File: src/rtl/bsg_downstream_in_assembler.sv
// BSG link receive side: rebuilds 64-bit words from 4 two-channel beats, buffers
// them in a credit-sized show-ahead FIFO and returns one token per word consumed.
module bsg_downstream_in_assembler #(
    parameter int unsigned FIFO_DEPTH = 64,
    parameter int unsigned PTR_W      = 6
) (
    input  logic        clk,
    input  logic        rst,
    input  logic        io_valid_in,
    input  logic [7:0]  io_data_in_ch0,
    input  logic [7:0]  io_data_in_ch1,
    output logic        io_token,
    output logic        core_valid_out,
    output logic [63:0] core_data_out,
    input  logic        core_ready_in,
    output logic        overflow_o,
    output logic [1:0]  step_o
);

    typedef enum logic [1:0] {S0, S1, S2, S3} step_e;

    localparam logic [PTR_W:0]   CNT_ONE  = 1;
    localparam logic [PTR_W:0]   CNT_FULL = (PTR_W+1)'(FIFO_DEPTH);
    localparam logic [PTR_W-1:0] PTR_ONE  = 1;

    step_e             state, state_nxt;
    logic [63:0]       asm_q;
    logic [63:0]       word_full;
    logic [63:0]       mem [FIFO_DEPTH];
    logic [PTR_W-1:0]  rd_ptr, wr_ptr;
    logic [PTR_W:0]    count;
    logic              beat_last, full, deq, enq;

    // Step state register
    always_ff @(posedge clk or negedge rst) begin
        if (!rst) state <= S0;
        else      state <= state_nxt;
    end

    // Step next-state logic: advance only on a valid beat
    always_comb begin
        state_nxt = state;
        if (io_valid_in) begin
            case (state)
                S0:      state_nxt = S1;
                S1:      state_nxt = S2;
                S2:      state_nxt = S3;
                default: state_nxt = S0;
            endcase
        end
    end

    // Step outputs
    always_comb begin
        step_o    = state;
        beat_last = io_valid_in && (state == S3);
    end

    // Partial word; bytes of the final beat are merged combinationally into the write
    always_ff @(posedge clk or negedge rst) begin
        if (!rst) begin
            asm_q <= '0;
        end else if (io_valid_in) begin
            case (state)
                S0: begin asm_q[7:0]   <= io_data_in_ch0; asm_q[23:16] <= io_data_in_ch1; end
                S1: begin asm_q[15:8]  <= io_data_in_ch0; asm_q[31:24] <= io_data_in_ch1; end
                S2: begin asm_q[39:32] <= io_data_in_ch0; asm_q[55:48] <= io_data_in_ch1; end
                default: ;
            endcase
        end
    end

    always_comb begin
        word_full = {io_data_in_ch1, asm_q[55:48], io_data_in_ch0, asm_q[39:0]};
        full      = (count == CNT_FULL);
        deq       = (count != '0) && core_ready_in;
        // A full FIFO still accepts the word when the head leaves on the same edge
        enq       = beat_last && (!full || deq);
    end

    always_ff @(posedge clk) begin
        if (enq) mem[wr_ptr] <= word_full;
    end

    always_ff @(posedge clk or negedge rst) begin
        if (!rst) begin
            rd_ptr     <= '0;
            wr_ptr     <= '0;
            count      <= '0;
            overflow_o <= 1'b0;
            io_token   <= 1'b0;
        end else begin
            io_token <= deq;
            if (enq) wr_ptr <= wr_ptr + PTR_ONE;
            if (deq) rd_ptr <= rd_ptr + PTR_ONE;
            case ({enq, deq})
                2'b10:   count <= count + CNT_ONE;
                2'b01:   count <= count - CNT_ONE;
                default: count <= count;
            endcase
            if (beat_last && full && !deq) overflow_o <= 1'b1;
        end
    end

    always_comb begin
        core_valid_out = (count != '0);
        core_data_out  = mem[rd_ptr];
    end

endmodule
File: config.mk
export PLATFORM = sky130hd
export DESIGN_NAME = bsg_downstream_in_assembler
export DESIGN_NICKNAME = d
export VERILOG_FILES = /design/src/rtl/bsg_downstream_in_assembler.sv
export SDC_FILE = /design/constraint.sdc
export NUM_CORES = 2
export LEC_CHECK = 0
export CORE_MARGIN = 3
export CORE_UTILIZATION = 41
export CTS_CLUSTER_SIZE = 14
export DETAILED_ROUTE_END_ITERATION = 16
export MAX_ROUTING_LAYER = met4
export PLACE_DENSITY = 0.59
export REMOVE_ABC_BUFFERS = 1
export SLEW_MARGIN = 10
export SYNTH_ARGS = -nofsm -noshare
export SYNTH_HDL_FRONTEND = slang
export SYNTH_SLANG_ARGS = --single-unit
export TNS_END_PERCENT = 100
File: constraint.sdc
create_clock -name clk -period 10.15 [get_ports clk]
set_input_delay 2.5375 -clock clk [delete_from_list [all_inputs] [get_ports clk]]
set_output_delay 2.5375 -clock clk [all_outputs]
set_load 0.02 [all_outputs]
Word-level counts from Yosys, hierarchy flattened
Memory sizes are Yosys's and may differ from the RTL's.
Index checks and enable logic that the tools add are counted.
{ "word_totals": {"input_bits": 20, "mem_bits_rw": 4096, "wordCells": 39, "mem_count": 1, "reg_bits": 71, "output_inout_bits": 69} }
{ "mem_list": {"columns": ["name", "words", "word_bits", "rd", "rd_ports_with_merged_regs", "write_ports", "line", "rtl"], "rows": [
  ["mem", 64, 64, 1, 0, 1, "29", "logic [63:0] mem [FIFO_DEPTH];"]
]} }
{ "op_classes": {"n_reduce_logical": 14, "mux": 4, "add_sub_neg": 4, "eq_ne": 6} }
{ "op_table": {"columns": ["cell", "count"], "rows": [
  ["$pmux 7 s2", 1],
  ["$add 6x1->6 const B", 2],
  ["$add 7x1->7 const B", 1],
  ["$eq 7x7->1 const B", 1],
  ["$reduce_bool 7->1", 1],
  ["$sub 7x1->7 const B", 1],
  ["$eq 2x2->1 const B", 3],
  ["$pmux 2 s3", 1],
  ["$reduce_and 2->1", 3],
  ["$logic_and 1x1->1", 5],
  ["$eq 2x1->1 const B", 2],
  ["$logic_not 1->1", 2],
  ["$logic_not 2->1", 1],
  ["$mux 1", 2],
  ["$reduce_bool 2->1", 1],
  ["$logic_or 1x1->1", 1]
]} }

Longest topological paths before layout
{ "logic_depth": {"ltp_word": 6, "depth_mapped": 11, "mapped_depth_nobuf": 11} }

Least setup slack after synthesis
No wires, ideal clock.
{ "synth_timing": {"path_type": "input-to-reg", "start": "input io_valid_in", "end": "memory mem[59][0] (enable)", "setup_ns": 0.487, "n_path_buf": 1, "arrival_time_ns": 6.452, "path_stages": 6, "t_required_ns": 9.663, "setup_slack_ns": 3.211, "path_cell_list": "buf_2 > nand2_1 > a41oi_1 > nor2b_1 > nand3_1 > nor2_1"} }
{ "synth_between": {"elab_chain_cells": 4} }
{ "synth_rtl": {"columns": ["item", "line", "rtl"], "rows": [
  ["start: declaration", "9", "input logic io_valid_in,"],
  ["$logic_and 1x1->1", "56", "beat_last = io_valid_in && (state == S3);"],
  ["$logic_and 1x1->1", "78", "enq = beat_last && (!full || deq);"],
  ["$mux 1", "82", "if (enq) mem[wr_ptr] <= word_full;"],
  ["$mux 1 (not written as such)", "82", null],
  ["end: declaration", "29", null]
]} }
Every way passes these cells.

Worst setup path in the final report
{ "layout_timing": {"start": "register rd_ptr[1]", "end": "output core_data_out[53]"} }
{ "layout_between": {"elab_chain_cells": 1} }
{ "layout_rtl": {"columns": ["item", "line", "rtl"], "rows": [
  ["start: declaration", "30", "logic [PTR_W-1:0] rd_ptr, wr_ptr;"],
  ["start signal: assignment", "95", "if (deq) rd_ptr <= rd_ptr + PTR_ONE;"],
  ["$mem_v2 64x64", null, null],
  ["end: declaration", "14", "output logic [63:0] core_data_out,"]
]} }
Every way passes these cells.

==> results.yml <==
clocking:
  htree_levels: 5
  cts_setup_buffers: 0
  ctsResizeCount: 0
  clkSinkCount: 4167
  clk_pin_slew_ns: 0.06
  root_buffer: "clkbuf_16"
  cts_max_path_buffers: 4
  insertion_delay_ns: 0.98
  cts_tree: "yes"
  hold_buffers: 0
  cts_buffers: 410
logic_synthesis:
  yosys_warnings: 0
  synthCells: 6774
  synth_enable_flop_cells: 4096
  ys_top_cells_by_area: "edfxtp_1 77%, mux4_2 14%, mux2i_1 1.7%"
  async_flop_share_pct: 1.70
  ys_seq_area_share_pct: 78.6
  netlist.area_leader.share_pct: 77.5
  ys_ff_latch: 4167
  netlist-cell-type-count: 57
  synth_area_leader_cell: "edfxtp_1"
  ys.flop_type: "edfxtp_1"
  synth_area_um2: 159000
  syn_avg_cell_area_um2: 23.4
drt:
  drtIter0Drc: 10400
  dr.pass1.iters: 5
  ant_nets: 0
  vias_per_cell: 6.02
  drc: 0
  wl_per_cell_um: 34.9
  vias: 76200
  wl_um: 441000
sta:
  fmax_ghz: 0.125
  finalCritPeriodShare_pct: 78.8
  final.setup_skew_ns: 0.0567
  fin_setup_tns_ns: 0
  rsz0062_at_grt: "no"
  drv_slew: 0
  tightest_slew_ns: 1.29
  setup_viol: 0
  hold_viol: 0
  max-slew-margin-rel_pct: 14.1
  period_minus_slack_ns: 8.00
power:
  switching_share_pct: 30.6
  seqPwrFrac_pct: 41.7
  clockPowerShare_pct: 29.3
  total_power_mw: 51.8
  cellLeakagePower_nw: 55.9
  p_switching_mw: 15.9
  combinationalPowerShare_pct: 28.9
  p_int_mw: 35.9
  power.density_nw_per_um2: 287
  irDropWorstVdd_uv: 250
setup_path:
  reg2reg_setup_slack_ns: 5.73
  path_cells: "buf_12, buf_4, mux4_2, a222oi_1, o21ai_0, o21ai_0, nand2_1, clkdlybuf4s50_1"
  crit_fanout: 68
  cp-start-kind: "flop"
  cp.required_ns: 7.61
  worstSetupPathType: "flop to primary output"
  arrival_ns: 5.46
  slowest_delay_ns: 0.88
  critPathCaptureType: "primary output"
  path_common_cell: "o21ai_0"
  cp_slowest_cell: "dfrtp_4"
cells_and_area:
  fill_cells: 31100
  final_area_um2: 181000
  final_common_cell: "edfxtp_1"
  mostFrequentLayoutCells: "4096 x edfxtp_1, 1016 x mux4_2, 418 x clkbuf_16"
  drive_gt1_share_pct: 27.9
  syn_to_final_growth_pct: 13.8
  nets: 7193
die:
  num_io_pins: 89
  die_h_um: 628
  die_width_um: 628
  core_area_um2: 384000
  die_area_um2: 395000
  row_count: 227
  start_util_pct: 41.4
placement:
  gp_congestion: 0.800
  port_buffers: 88
  hpwl_um: 232000
  placed_cell_area_um2: 167000
hold_path:
  hold_class: "flop to flop"
global_route:
  grt_pass1_wl_um: 617000
  track_usage_pct: 22.7
  grt_pass1_vias: 77100
  grt_max_degree: 149
  overflow: 0
  antenna_found_initial: 15
flow_run:
  cap_violations: 0
status:
  status: "finished, final reports clean"
## cell type report
type | count | area (um2) | area share (%)
sequential | 4167 | 125000 | 69.0
multi-input combinational | 2218 | 32700 | 18.1
clock buffer | 514 | 11000 | 6.10
tap | 5152 | 6450 | 3.57
timing repair buffer | 353 | 3350 | 1.86
clock inverter | 240 | 2400 | 1.33
inverter | 11 | 43.8 | 0.0242
antenna | 5 | 12.5 | 0.00692
## kinds of logic (layout without fill, tap and decap cells)
| logic type | Yosys count | in the layout | synth area share, % |
|---|---|---|---|
| other cells | 0 | 5 | 0 |
| simple gates | 289 | 289 | 0.808 |
| buf+inv | 389 | 1118 | 1.19 |
| xor+xnor | 15 | 15 | 0.0827 |
| flops | 4167 | 4167 | 78.6 |
| mux | 1389 | 1389 | 16.8 |
| fa+ha+maj | 12 | 12 | 0.0993 |
| compound gates | 513 | 513 | 2.40 |
## metal layers
metal	wire length (um)	vias to the layer above	track usage (%)
met5	0	-	-
met2	219000	3500	36.7
met1	175000	42200	30.5
met4	13000	0	6.02
met3	33800	628	3.19
li1	-	29900	-
## critical path, delay by kind of cell (launching register included)
| kind | cells | cell delay, ns |
|---|---|---|
| compound gates | 3 | 0.90 |
| flops | 1 | 0.88 |
| simple gates | 1 | 0.21 |
| buf+inv | 3 | 1.69 |
| mux | 1 | 0.59 |
## synth_stat cells (12+ instances only)
library cell / instances
clkbuf_1: 148
o211ai_1: 32
edfxtp_1: 4096
mux4_2: 1016
o22ai_1: 33
buf_1: 38
o22a_1: 19
a41oi_1: 15
buf_2: 130
o221ai_1: 15
nor2_1: 116
a2bb2oi_1: 14
a222oi_1: 12
dfrtp_1: 71
a22oi_1: 88
nand2_1: 89
a21oi_1: 39
nand3_1: 18
xnor2_1: 12
mux2_2: 103
buf_4: 53
o21a_1: 25
a221oi_1: 83
nor3_1: 17
o21ai_0: 63
mux2i_1: 270
nor2b_1: 13
## stage by stage
step	utilization, %	std cells	setup slack, ns	hold WS [ns]
floorplan	-	6396	-34.46	0.478
global placement	43.6	11900	3.00	0.452
detailed placement	43.6	11900	3.02	0.465
CTS	47.1	12700	1.98	0.479
global route	47.1	12700	1.95	0.489
finish	47.1	12700	2.15	0.473
## power by group through the flow
stage / Sequential, mW / Clock, mW / Combinational (mW)
after floorplan: 23.3 / 0 / 10.0
after global placement: 21.9 / 0 / 15.0
after detailed placement: 22.0 / 0 / 15.2
after CTS: 21.6 / 15.4 / 15.2
after global routing: 21.7 / 16.1 / 15.9
final: 21.6 / 15.2 / 15.0
## sequential cells by signal, indices dropped and copies added, names as in the netlist
register / count
step_o: 2
wr_ptr: 6
count: 7
overflow_o: 1
io_token: 1
asm_q: 48
rd_ptr: 6
mem: 4096
## path summary, 6_finish.rpt
path,start,to,cells after the start
max in group asynchronous,rst,asm_q[19]$_DFFE_PN0P_,2
min in group asynchronous,rst,step_o[0]$_DFFE_PN0P_,1
hold reg to reg,overflow_o$_DFFE_PN0P_,overflow_o$_DFFE_PN0P_,2
setup / recovery,rd_ptr[1]$_DFFE_PN0P_,core_data_out[53],8
setup reg to reg,step_o[0]$_DFFE_PN0P_,mem[43][17]$_DFFE_PP_,8
hold / removal,overflow_o$_DFFE_PN0P_,overflow_o$_DFFE_PN0P_,2
No activity file was read; power rests on OpenSTA's default activity.
